--- src/rtl/mem_port_arbiter.sv ---
// Shares one single-port synchronous RAM between an instruction-fetch port and a
// load/store data port: one access per four cycles, data first, bounded fetch wait.
module mem_port_arbiter #(
  parameter int ADDR_W     = 9,
  parameter int DATA_W     = 32,
  parameter int MAX_STREAK = 4
) (
  input  logic              clock,
  input  logic              clear,
  input  logic              f_req,
  input  logic [ADDR_W-1:0] f_addr,
  output logic              f_done,
  output logic [DATA_W-1:0] f_rdata,
  input  logic              d_req,
  input  logic              d_we,
  input  logic [ADDR_W-1:0] d_addr,
  input  logic [DATA_W-1:0] d_wdata,
  output logic              d_done,
  output logic [DATA_W-1:0] d_rdata,
  output logic              ram_read,
  output logic              ram_write,
  output logic [ADDR_W-1:0] ram_addr,
  output logic [DATA_W-1:0] ram_wdata,
  input  logic [DATA_W-1:0] ram_rdata,
  output logic              busy
);

  typedef enum logic [1:0] {S_IDLE, S_ACCESS, S_CAPTURE, S_DONE} state_t;

  localparam int                STREAK_W   = $clog2(MAX_STREAK + 1);
  localparam logic [STREAK_W-1:0] STREAK_MAX = STREAK_W'(MAX_STREAK);

  state_t              state_q, state_d;
  logic [STREAK_W-1:0] streak_q, streak_d;
  logic                owner_q, owner_d;   // 1 = data port owns the access
  logic                we_q, we_d;
  logic                ram_read_q, ram_read_d;
  logic                ram_write_q, ram_write_d;
  logic [ADDR_W-1:0]   ram_addr_q, ram_addr_d;
  logic [DATA_W-1:0]   ram_wdata_q, ram_wdata_d;
  logic                f_done_q, f_done_d;
  logic                d_done_q, d_done_d;
  logic [DATA_W-1:0]   f_rdata_q, f_rdata_d;
  logic [DATA_W-1:0]   d_rdata_q, d_rdata_d;
  logic                busy_q, busy_d;

  logic data_grant;
  assign data_grant = d_req && !(f_req && (streak_q == STREAK_MAX));

  always_comb begin
    state_d     = state_q;
    streak_d    = streak_q;
    owner_d     = owner_q;
    we_d        = we_q;
    ram_read_d  = 1'b0;
    ram_write_d = 1'b0;
    ram_addr_d  = '0;
    ram_wdata_d = '0;
    f_done_d    = 1'b0;
    d_done_d    = 1'b0;
    f_rdata_d   = f_rdata_q;
    d_rdata_d   = d_rdata_q;

    case (state_q)
      S_IDLE: begin
        // RAM pins are loaded at grant so they are valid for exactly the ACCESS cycle
        if (data_grant) begin
          state_d     = S_ACCESS;
          owner_d     = 1'b1;
          we_d        = d_we;
          ram_addr_d  = d_addr;
          ram_write_d = d_we;
          ram_read_d  = !d_we;
          ram_wdata_d = d_wdata;
          if (!f_req)
            streak_d = '0;
          else if (streak_q != STREAK_MAX)
            streak_d = streak_q + 1'b1;
        end else if (f_req) begin
          state_d    = S_ACCESS;
          owner_d    = 1'b0;
          we_d       = 1'b0;
          ram_addr_d = f_addr;
          ram_read_d = 1'b1;
          streak_d   = '0;
        end
      end
      S_ACCESS: begin
        state_d = S_CAPTURE;
      end
      S_CAPTURE: begin
        state_d = S_DONE;
        if (!we_q) begin
          if (owner_q) d_rdata_d = ram_rdata;
          else         f_rdata_d = ram_rdata;
        end
        d_done_d = owner_q;
        f_done_d = !owner_q;
      end
      S_DONE: begin
        state_d = S_IDLE;
      end
      default: begin
        state_d = S_IDLE;
      end
    endcase

    busy_d = (state_d != S_IDLE);
  end

  always_ff @(posedge clock) begin
    if (clear) begin
      state_q     <= S_IDLE;
      streak_q    <= '0;
      owner_q     <= 1'b0;
      we_q        <= 1'b0;
      ram_read_q  <= 1'b0;
      ram_write_q <= 1'b0;
      ram_addr_q  <= '0;
      ram_wdata_q <= '0;
      f_done_q    <= 1'b0;
      d_done_q    <= 1'b0;
      f_rdata_q   <= '0;
      d_rdata_q   <= '0;
      busy_q      <= 1'b0;
    end else begin
      state_q     <= state_d;
      streak_q    <= streak_d;
      owner_q     <= owner_d;
      we_q        <= we_d;
      ram_read_q  <= ram_read_d;
      ram_write_q <= ram_write_d;
      ram_addr_q  <= ram_addr_d;
      ram_wdata_q <= ram_wdata_d;
      f_done_q    <= f_done_d;
      d_done_q    <= d_done_d;
      f_rdata_q   <= f_rdata_d;
      d_rdata_q   <= d_rdata_d;
      busy_q      <= busy_d;
    end
  end

  assign ram_read  = ram_read_q;
  assign ram_write = ram_write_q;
  assign ram_addr  = ram_addr_q;
  assign ram_wdata = ram_wdata_q;
  assign f_done    = f_done_q;
  assign d_done    = d_done_q;
  assign f_rdata   = f_rdata_q;
  assign d_rdata   = d_rdata_q;
  assign busy      = busy_q;

endmodule

--- config.mk ---
export PLATFORM = sky130hd
export DESIGN_NAME = mem_port_arbiter
export DESIGN_NICKNAME = d
export VERILOG_FILES = /design/src/rtl/mem_port_arbiter.sv
export SDC_FILE = /design/constraint.sdc
export NUM_CORES = 1
export LEC_CHECK = 0
export ABC_AREA = 1
export BUFFER_PORTS_ARGS = -buffer_cell sky130_fd_sc_hd__clkbuf_2
export CORE_MARGIN = 5
export CORE_UTILIZATION = 35
export CTS_BUF_LIST = sky130_fd_sc_hd__clkbuf_4 sky130_fd_sc_hd__clkbuf_8
export CTS_CLUSTER_SIZE = 28
export DETAILED_ROUTE_END_ITERATION = 10
export PLACE_DENSITY_LB_ADDON = 0.3
export SYNTH_ARGS = -nofsm -noshare
export SYNTH_HDL_FRONTEND = slang
export SYNTH_SLANG_ARGS = --single-unit
--- constraint.sdc ---
create_clock -name clock -period 2.07 [get_ports clock]
set_clock_uncertainty 0.2 [all_clocks]
set_input_delay 0.1035 -clock clock [delete_from_list [all_inputs] [get_ports clock]]
set_output_delay 0.1035 -clock clock [all_outputs]
set_load 0.1 [all_outputs]
==> results of run 1 <==
[kinds of logic (layout without fill, tap and decap cells)]
kind of cell	count (synthesis)	after routing
AND/OR/NAND/NOR	228	229
flip-flops	117	117
buffers and inverters	83	381
AO/OA/AOI/OAI	80	80
adder cells (fa/ha/maj)	4	4
[power by group]
group	leakage [uW]	switching, uW	internal, uW
combinational	0.00215	1970	467
sequential	0.000951	102	2470
clock	0.000198	972	1230
[how the worst max path moves through the flow]
stage	slack [ns]	start	to	cells past startpoint
floorplan	0.58	d_rdata[0]	d_rdata[0]	2
global placement	0.27	streak_q[0]	we_q	5
detailed placement	0.17	streak_q[0]	we_q	5
CTS	0.11	streak_q[0]	ram_addr[8]	6
global route	0.03	state_q[0]	we_q	4
finish	0.15	streak_q[0]	ram_addr[0]	6
[cell usage after synthesis (all sizes together)]
cell,instances
nor2,172
dfxtp,117
o21ai,68
inv,55
nand2,40
buf,23
nand3,14
a21oi,11
clkbuf,5
ha,4
nand4,2
o21bai,1
[placed cells by master, fill, tap and decap left out]
| master | netlist | layout |
|---|---|---|
| clkinvlp_4 | 0 | 5 |
| inv_2 | 3 | 3 |
| nand2_1 | 37 | 37 |
| ha_2 | 0 | 1 |
| nand3_2 | 1 | 1 |
| nor2_2 | 6 | 6 |
| inv_6 | 0 | 2 |
| inv_1 | 52 | 52 |
| o21ai_1 | 5 | 5 |
| nor2_1 | 165 | 165 |
| clkinv_2 | 0 | 1 |
| o21ai_0 | 63 | 63 |
| ha_1 | 4 | 3 |
| bufinv_16 | 0 | 3 |
| dlygate4sd3_1 | 0 | 94 |
| clkinv_4 | 0 | 3 |
| nand4_1 | 1 | 1 |
| buf_12 | 0 | 1 |
| clkbuf_8 | 0 | 18 |
| buf_4 | 3 | 3 |
| clkbuf_2 | 0 | 196 |
| nand4_4 | 1 | 1 |
| dfxtp_1 | 117 | 117 |
| nand3_1 | 13 | 13 |
| nand2_2 | 3 | 3 |
| nor2_4 | 1 | 1 |
| a21oi_1 | 11 | 11 |
| nand3_4 | 0 | 1 |
| o21bai_1 | 1 | 1 |
[flip-flops by register name, summed over array words and instances, names as in the netlist, 2 cells and up]
register / cells
f_rdata: 32
state_q: 2
ram_addr: 9
ram_wdata: 32
streak_q: 3
d_rdata: 32
[through the flow]
step | hold slack (ns) | total power [uW]
after floorplan | -0.0241 | 4530
after detailed placement | 0.105 | 4920
final | 0.218 | 7220
after global placement | 0.104 | 4890
after global routing | 0.207 | 7550
after CTS | 0.191 | 7280
[timing repair]
action | CTS | global route
setup endpoints to repair | 0 | 9
hold endpoints to repair | 112 | 0
hold buffers | 94 | 0
gates resized for setup | 0 | 2
buffers inserted | 0 | 1
[area by class of cell]
class	count	area (sq um)	share of cell area
repair buffers	294	1960	0.301
flip-flops and latches	117	2340	0.359
clock buffers	18	248	0.0380
multi-input cells	313	1400	0.215
inverters	55	206	0.0317
well taps	143	179	0.0275
clock inverters	14	176	0.0271
[worst max-delay path, delay by kind of cell (launching register included)]
family	cells	cell delay, ns
fa+ha+maj	1	0.22
flops	1	0.36
buf+inv	2	0.68
compound gates	1	0.17
simple gates	2	0.22
[metal layers]
layer | vias up | routed length (um)
met4 | 0 | 227
met3 | 22 | 1180
li1 | 2148 | -
met2 | 174 | 6140
met5 | - | 0
met1 | 1854 | 5160
==> qor.csv, run 1 <==
stage,metric,value,unit
yosys,synth_cells,512,
final_layout,nets,889,
route,final_antenna_net_count,0,
die,dieArea,14000,sq um
hold_path,min_path_type,input pin to flop,
hold_path,holdPathStages,4,
yosys,synth.area.mux_share,0,
yosys,synthTopCellsByArea,"dfxtp_1, nor2_1, o21ai_0, inv_1, nand2_1",
yosys,yosysSeqAreaShare,0.568,
critical_path,r2r_start,streak_q[0],
die,start_util,0.359,
final_layout,n_antenna_cell,0,
timing,max_slew_margin,0.578,
timing,max_slew.worst_pin.slew,0.633,ns
final_layout,final_util,0.568,
route,drtPass1Iterations,4,
global_routing,gr-usage-met1,0.206,
yosys,synth_top_family_by_area,simple AND/OR/NAND/NOR gates,
die,die_h,119,um
die,die_x,119,um
timing,min_period,1.92,ns
critical_path,rrSetupSlack,0.15,ns
global_routing,grtUsageMet3,0.0726,
yosys,synth_compound_area_frac,0.0978,
critical_path,cp-end-kind,flop,
timing,rsz0062_at_grt,no,
global_routing,grt_max_degree,56,
yosys,yosys_warnings,0,
route,drt-total-wl,12.7,mm
final_layout,final_cells,954,
critical_path,cp.required,2.21,ns
final_layout,drive_gt1_frac,0.307,
global_routing,use_met2,0.314,
timing,fin_crit_sh,0.930,
route,vias,4198,
clock_network,tritoncts,yes,
critical_path,crit_path_start_kind,flop,
global_routing,grt_pass1_wl,21.3,mm
run_status,status,completed,
clock_network,numCtsBuffers,17,
yosys,synth_largest_area_cell,dfxtp_1,
clock_network,cts_root_buffer,clkbuf_8,
critical_path,critical_path_class,flop to flop,
clock_network,cts_buffer_depth,2,
global_routing,antenna_found_initial,0,
final_layout,area_growth,58.1,%
yosys,syn-cell-area,4120,sq um
final_layout,nFillCells,1010,
global_routing,overflow,0,
placed_design,post-place-cells,826,
clock_network,clk_pin_slew,0.07,ns
critical_path,cp_cell_sequence,"inv_1, ha_2, nand3_4, nand3_1, dlygate4sd3_1, a21oi_1",
route,post-route-drc-count,0,
placed_design,port_buffers,196,
power,leakage,0.00330,uW
yosys,synth_top_area_frac,0.568,
timing,setup_violations,0,
route,drt-initial-drc-count,262,
yosys,synth.avg_cell_area,8.05,sq um
global_routing,grt.busiest_layer,met2,
critical_path,cp_slowest_cell,dlygate4sd3_1,
yosys,synthAdderAreaFrac,0.0121,
hold_path,hold_path_end,ram_wdata[16],
die,core,11500,sq um
critical_path,max_stage_delay,0.60,ns
placed_design,gp_congestion,0.847,
timing,setup_tns,0,ns
critical_path,reg2reg_depth,6,
timing,timing.final.ws_setup,0.145,ns
placed_design,dpl_cell_area,5120,sq um
final_layout,final_area,6520,sq um
clock_network,clock_latency,0.43,ns
power,pwr_density_cell,1110,nW/um^2
global_routing,grt_pass1_vias,4289,
clock_network,cts.sinks,117,
power,ir_worst_vdd,0.808,mV
route,via_per_inst,4.40,
clock_network,cts_htree_levels,4,
yosys,synth-xor-area-share,0,
placed_design,dp_slack,0.170,ns
route,wl_per_cell,13.3,um
critical_path,critPathMaxFanout,6,
die,floorplan.rows,39,
yosys,synth_seq_cells,117,
critical_path,arrival,2.07,ns
timing,fmax,520,MHz
yosys,syn-num-nets,603,
critical_path,rr_endpoint,ram_addr[0],
flow_run,drv_cap,0,
die,io_pins,197,
global_routing,track_usage,0.183,
yosys,synth_cell_types,21,
yosys,synthSimpleGateAreaFrac,0.225,
timing,hold_viol_final,0,
placed_design,post-dp-hpwl,7.90,mm
hold_path,hold_start,d_wdata[16],
timing,slew_violations,0,
(Power assumes the default switching activity.)
==> inputs of run 2 (changes only) <==
==> constraint.sdc (replaced) <==
create_clock -name clock -period 2.07 [get_ports clock]
set_clock_uncertainty 0.2 [all_clocks]
set_input_delay 0.207 -clock clock [delete_from_list [all_inputs] [get_ports clock]]
set_output_delay 0.207 -clock clock [all_outputs]
set_load 0.1 [all_outputs]
==> run 2 against run 1 <==
Compared with the run above: worst setup slack got worse by 0.020 ns; power fell by 1.3%; largest power group unchanged; global-route usage fell by 0.11 points; via count rose by 0.86%; critical path depth fell by 1; die area did not move; largest cell class unchanged; clock-buffer cell count rose by 5.
==> qor.csv, run 2 (same netlist as run 1, synthesis figures left out) <==
stage,metric,value,unit,change
power,ir_worst_vdd,0.618,mV,-24%
critical_path,critPathMaxFanout,17,,+11
timing,min_period,1.94,ns,+0.0197 ns
clock_network,tritoncts,yes,,
power,power_frac_clock,0.297,,-0.008
timing,max_slew.worst_pin.slew,0.656,ns,+0.0231 ns
global_routing,overflow,0,,unchanged
timing,fin_crit_sh,0.939,,+0.00952
critical_path,rr_endpoint,ram_wdata[3],,
timing,slew_violations,0,,unchanged
clock_network,cts_htree_levels,4,,unchanged
route,drtPass1Iterations,4,,unchanged
die,start_util,0.359,,unchanged
route,post-route-drc-count,0,,unchanged
critical_path,cp_cell_sequence,"inv_1, ha_1, nand3_2, nand4_2, nor2_1",,
route,route.met2.wl,6.08,mm,-0.96%
clock_network,cts_root_buffer,clkbuf_8,,
global_routing,grt_max_degree,46,,-18%
die,core,11500,sq um,unchanged
critical_path,timing.critical_path.from,streak_q[0],,
route,vias,4234,,+0.86%
timing,setup_violations,0,,unchanged
clock_network,cts.sinks,117,,unchanged
critical_path,r2r_start,streak_q[0],,
clock_network,cts_buffer_depth,2,,unchanged
critical_path,rrSetupSlack,0.13,ns,-0.02 ns
run_status,status,completed,,
global_routing,antenna_found_initial,0,,unchanged
final_layout,final_cells,946,,-0.84%
route,top_layer,met4,,
timing,timing.final.ws_setup,0.126,ns,-0.0197 ns
power,leakage,0.00330,uW,about the same
route,final_antenna_net_count,0,,unchanged
timing,fmax,514,MHz,-1.0%
power,p_sw_frac,0.415,,-0.00700
critical_path,cp_slowest_cell,nand4_2,,
route,drt-initial-drc-count,222,,-15%
power,combPwrFrac,0.341,,+0.003
final_layout,n_antenna_cell,0,,unchanged
die,die_x,119,um,unchanged
critical_path,cp-end-kind,flop,,
die,dieArea,14000,sq um,unchanged
placed_design,post-place-cells,828,,+0.24%
flow_run,drv_cap,0,,unchanged
timing,rsz0062_at_grt,no,,
power,pwr_density_cell,1110,nW/um^2,+0.46%
final_layout,area_growth,55.3,%,
clock_network,clock_latency,0.43,ns,about the same
critical_path,max_stage_delay,0.52,ns,-0.08 ns
global_routing,track_usage,0.181,,-0.00114
critical_path,arrival,2.09,ns,+0.02 ns
die,die_h,119,um,unchanged
timing,max_slew_margin,0.562,,-0.0154
die,floorplan.rows,39,,unchanged
placed_design,gp_congestion,0.793,,-6.4%
route,drt-total-wl,12.7,mm,+0.16%
hold_path,min_path_type,input pin to flop,,
route,route.met3.wl,1.20,mm,+1.6%
critical_path,crit_path_start_kind,flop,,
route,wl_per_cell,13.5,um,+1.0%
route,wl_met1,5.31,mm,+2.8%
power,internal_power,4170,uW,-0.15%
clock_network,numCtsBuffers,17,,unchanged
route,via_per_inst,4.48,,+1.7%
final_layout,layout_commonest_cell,clkbuf_2,,
global_routing,grt_pass1_wl,20.8,mm,-2.3%
global_routing,grt_pass1_vias,4324,,+0.82%
timing,setup_tns,0,ns,unchanged
placed_design,dp_slack,0.165,ns,-0.00575 ns
clock_network,post_cts_buffers,0,,unchanged
final_layout,nets,881,,-0.90%
critical_path,cp.required,2.22,ns,about the same
final_layout,mostFrequentLayoutCells,"clkbuf_2, nor2_1, dfxtp_1, dlygate4sd3_1, o21ai_0",,
critical_path,crit_end,ram_wdata[3],,
critical_path,reg2reg_depth,5,,-1
power,power_switching,2960,uW,-3.0%
power,pwr-share-seq,0.362,,+0.005
power,total_power,7120,uW,-1.3%
clock_network,clk_pin_slew,0.07,ns,about the same
placed_design,post-dp-hpwl,7.99,mm,+1.2%
timing,hold_viol_final,0,,unchanged
placed_design,port_buffers,196,,unchanged
die,io_pins,197,,unchanged
critical_path,critical_path_class,flop to flop,,
final_layout,drive_gt1_frac,0.310,,+0.00306
==> run 2: changes by cell type in the layout (fill, tap and decap cells not counted), sizes merged <==
cell,previous run,this run
buf,4,5
bufinv,3,2
clkbuf,214,219
clkinv,4,7
clkinvlp,5,0
dlygate4sd3,94,85
inv,57,55
nand3,15,14
nand4,2,3
==> run 2: stage by stage <==
step                      hold WS, ns  utilization  cell area [sq um]
after floorplan                0.0794            -               4120
after global placement          0.208        0.447               5130
after detailed placement        0.209        0.447               5130
after CTS                      0.0300        0.557               6390
after global routing           0.0644        0.558               6400
final                          0.0831        0.558               6400
==> run 2: worst min-delay path by stage <==
stage               endpoint        start  slack, ns  cells after the start
4_1_cts             ram_read        d_req       0.03                      3
5_1_grt             ram_read        d_req       0.06                      3
2_1_floorplan         d_done        clear       0.08                      1
6_report            ram_read        d_req       0.08                      3
3_5_place_dp   ram_wdata[30]  d_wdata[30]       0.21                      3
3_3_place_gp   ram_wdata[22]  d_wdata[22]       0.21                      3
==> run 2: area by class of cell <==
class / count / area [sq um]
well taps: 143 / 179
inverters: 55 / 206
fillers: 1039 / 5070
flip-flops and latches: 117 / 2340
multi-input cells: 313 / 1390
clock inverters: 9 / 98.8
repair buffers: 286 / 1870
clock buffers: 23 / 310
==> run 2: per-layer routing <==
metal | vias up | global-route usage
met4 | 0 | 0.0624
li1 | 2129 | -
met5 | - | 0
met2 | 186 | 0.304
met3 | 17 | 0.0817
met1 | 1902 | 0.206
==> run 2: timing repair <==
action | CTS | global route
resized for setup | 0 | 0
hold buffers | 85 | 0
endpoints found under the setup margin | 0 | 2
endpoints found under the hold margin | 112 | 0
==> run 2: power by group through the flow <==
stage                     logic (uW)  clock network [uW]  registers [uW]
after floorplan                  464                   0            4070
after global placement          2280                   0            2620
after detailed placement        2300                   0            2630
after CTS                       2430                2180            2580
after global routing            2560                2290            2600
final                           2430                2110            2580
==> run 2: worst max-delay path, delay by kind of cell, from the launching register on <==
family,cells,cell delay [ns]
buffers and inverters,1,0.07
adders and majority gates,1,0.22
and+or+nand+nor,3,1.00
DFF,1,0.36
==> inputs of run 3 (changes only) <==
CORE_MARGIN = 2   (was 5)
==> run 3 against run 2 <==
Compared with the run above: first-iteration DRC count rose by 17%; core utilization down 0.58 points; register-to-register slack better by 0.04 ns; power down 5.0%; critical path depth stayed put; wire length decreased by 8.6%; fmax grew 2.3%; die area is 9.9% lower; clock-buffer cell count is 1 lower; flip-flop and latch count did not move; worst setup slack improved by 0.043 ns; combinational power hardly changed; largest power group unchanged; highest routed layer unchanged.
==> qor.csv, run 3 (same netlist as run 1, synthesis figures left out) <==
stage,metric,value,unit,change
hold_path,min_path_type,input pin to flop,,
clock_network,ctsHoldBuffers,84,,-1.2%
route,post-route-drc-count,0,,unchanged
timing,slew_violations,0,,unchanged
final_layout,nets,879,,-0.23%
clock_network,cts_htree_levels,4,,unchanged
critical_path,cp-end-kind,flop,,
route,drt-initial-drc-count,259,,+17%
clock_network,post_cts_buffers,0,,unchanged
timing,fin_crit_sh,0.918,,-0.0209
final_layout,area_growth,53.7,%,
flow_run,drv_cap,0,,unchanged
final_layout,layout_commonest_cell,clkbuf_2,,
power,ir_worst_vdd,0.625,mV,+1.2%
route,drt-total-wl,11.6,mm,-8.6%
clock_network,numCtsBuffers,17,,unchanged
critical_path,timing.critical_path.from,streak_q[0],,
clock_network,clk_pin_slew,0.07,ns,about the same
route,wl_per_cell,12.3,um,-8.3%
placed_design,gp_congestion,0.815,,+2.8%
global_routing,grt_pass1_vias,4252,,-1.7%
placed_design,post-dp-hpwl,7.56,mm,-5.3%
final_layout,drive_gt1_frac,0.309,,-0.00134
critical_path,cp.required,2.19,ns,-0.03 ns
route,drtPass1Iterations,4,,unchanged
critical_path,crit_path_start_kind,flop,,
timing,rsz0062_at_grt,no,,
die,dieArea,12700,sq um,-9.9%
route,final_antenna_net_count,0,,unchanged
critical_path,critical_path_class,flop to flop,,
critical_path,cp_cell_sequence,"inv_1, ha_1, nand3_2, nand4_4, o21bai_1",,
route,via_per_inst,4.52,,+1.1%
power,power_switching,2910,uW,-1.5%
timing,setup_violations,0,,unchanged
die,die_x,113,um,-5.1%
clock_network,cts_buffer_depth,2,,unchanged
die,start_util,0.359,,unchanged
critical_path,cp_slowest_cell,nand4_4,,
clock_network,cts_resized,0,,unchanged
critical_path,max_stage_delay,0.46,ns,-0.06 ns
power,leakage,0.00325,uW,-1.4%
power,combPwrFrac,0.358,,+0.017
final_layout,final_area,6330,sq um,-1.0%
critical_path,critPathMaxFanout,35,,+18
route,vias,4267,,+0.78%
timing,max_slew.worst_pin.slew,0.612,ns,-0.0438 ns
timing,min_period,1.90,ns,-0.0432 ns
clock_network,cts.sinks,117,,unchanged
power,total_power,6770,uW,-5.0%
final_layout,nFillCells,1025,,-1.3%
hold_path,hold_start,f_req,,
timing,setup_tns,0,ns,unchanged
global_routing,overflow,0,,unchanged
placed_design,port_buffers,196,,unchanged
final_layout,n_antenna_cell,0,,unchanged
critical_path,arrival,2.02,ns,-0.07 ns
clock_network,clock_latency,0.40,ns,-0.03 ns
timing,fmax,526,MHz,+2.3%
global_routing,antenna_found_initial,0,,unchanged
final_layout,mostFrequentLayoutCells,"clkbuf_2, nor2_1, dfxtp_1, dlygate4sd3_1, o21ai_0",,
power,pwr_density_cell,1070,nW/um^2,-4.0%
power,power_frac_clock,0.261,,-0.036
global_routing,grt_max_degree,74,,+61%
placed_design,post-place-cells,828,,unchanged
timing,max_slew_margin,0.591,,+0.0292
final_layout,final_util,0.552,,-0.00578
power,internal_power,3850,uW,-7.5%
power,p_sw_frac,0.430,,+0.0153
die,core,11500,sq um,unchanged
timing,hold_viol_final,0,,unchanged
placed_design,dpl_cell_area,5150,sq um,+0.49%
die,io_pins,197,,unchanged
power,pwr-share-seq,0.381,,+0.019
critical_path,r2r_start,streak_q[0],,
global_routing,grt_pass1_wl,19.3,mm,-7.5%
global_routing,track_usage,0.185,,+0.00401
clock_network,cts_root_buffer,clkbuf_8,,
die,floorplan.rows,39,,unchanged
clock_network,tritoncts,yes,,
run_status,status,completed,,
die,die_h,113,um,-5.1%
final_layout,final_cells,943,,-0.32%
==> run 3: power groups by stage <==
stage / Clock [uW] / Combinational [uW] / Sequential [uW]
after floorplan: 0 / 464 / 4070
after global placement: 0 / 2280 / 2620
after detailed placement: 0 / 2300 / 2630
after CTS: 1840 / 2430 / 2580
after global routing: 1950 / 2550 / 2600
final: 1770 / 2420 / 2580
==> run 3: per-stage QoR <==
| stage | worst slack (ns) | hold slack (ns) |
|---|---|---|
| final | 0.169 | 0.0675 |
| after global routing | 0.0228 | 0.0541 |
| after CTS | 0.148 | 0.0313 |
| after detailed placement | 0.165 | 0.209 |
| after global placement | 0.253 | 0.208 |
| after floorplan | 0.585 | 0.0794 |
==> run 3: layout make-up <==
class	count	area (sq um)	share of cell area
Inverter	55	206	0.0326
Clock inverter	9	56.3	0.00889
Multi-Input combinational cell	312	1380	0.218
Sequential cell	117	2340	0.370
Tap cell	143	179	0.0282
Clock buffer	22	284	0.0448
Timing Repair Buffer	285	1880	0.298
==> run 3: worst max-delay path, delay by kind of cell, from the launching register on <==
kind                       cells  cell delay, ns
and+or+nand+nor                2            0.67
buffers and inverters          1            0.07
DFF                            1            0.36
adders and majority gates      1            0.22
AOI/OAI and AO/OA              1            0.30
==> run 3: routing by layer <==
metal | vias to the layer above | GRT usage | wire [um]
met3 | 16 | 0.0621 | 867
met2 | 167 | 0.325 | 5790
met4 | 0 | 0.0626 | 153
met5 | - | 0 | 0
li1 | 2131 | - | -
met1 | 1953 | 0.212 | 4840
==> run 3: path summary, 6_finish.rpt <==
kind               to  slack [ns]  cells after the start
max              we_q        0.17                      5
min          ram_read        0.07                      4
max reg2reg      we_q        0.17                      5
min reg2reg    f_done        0.27                      1
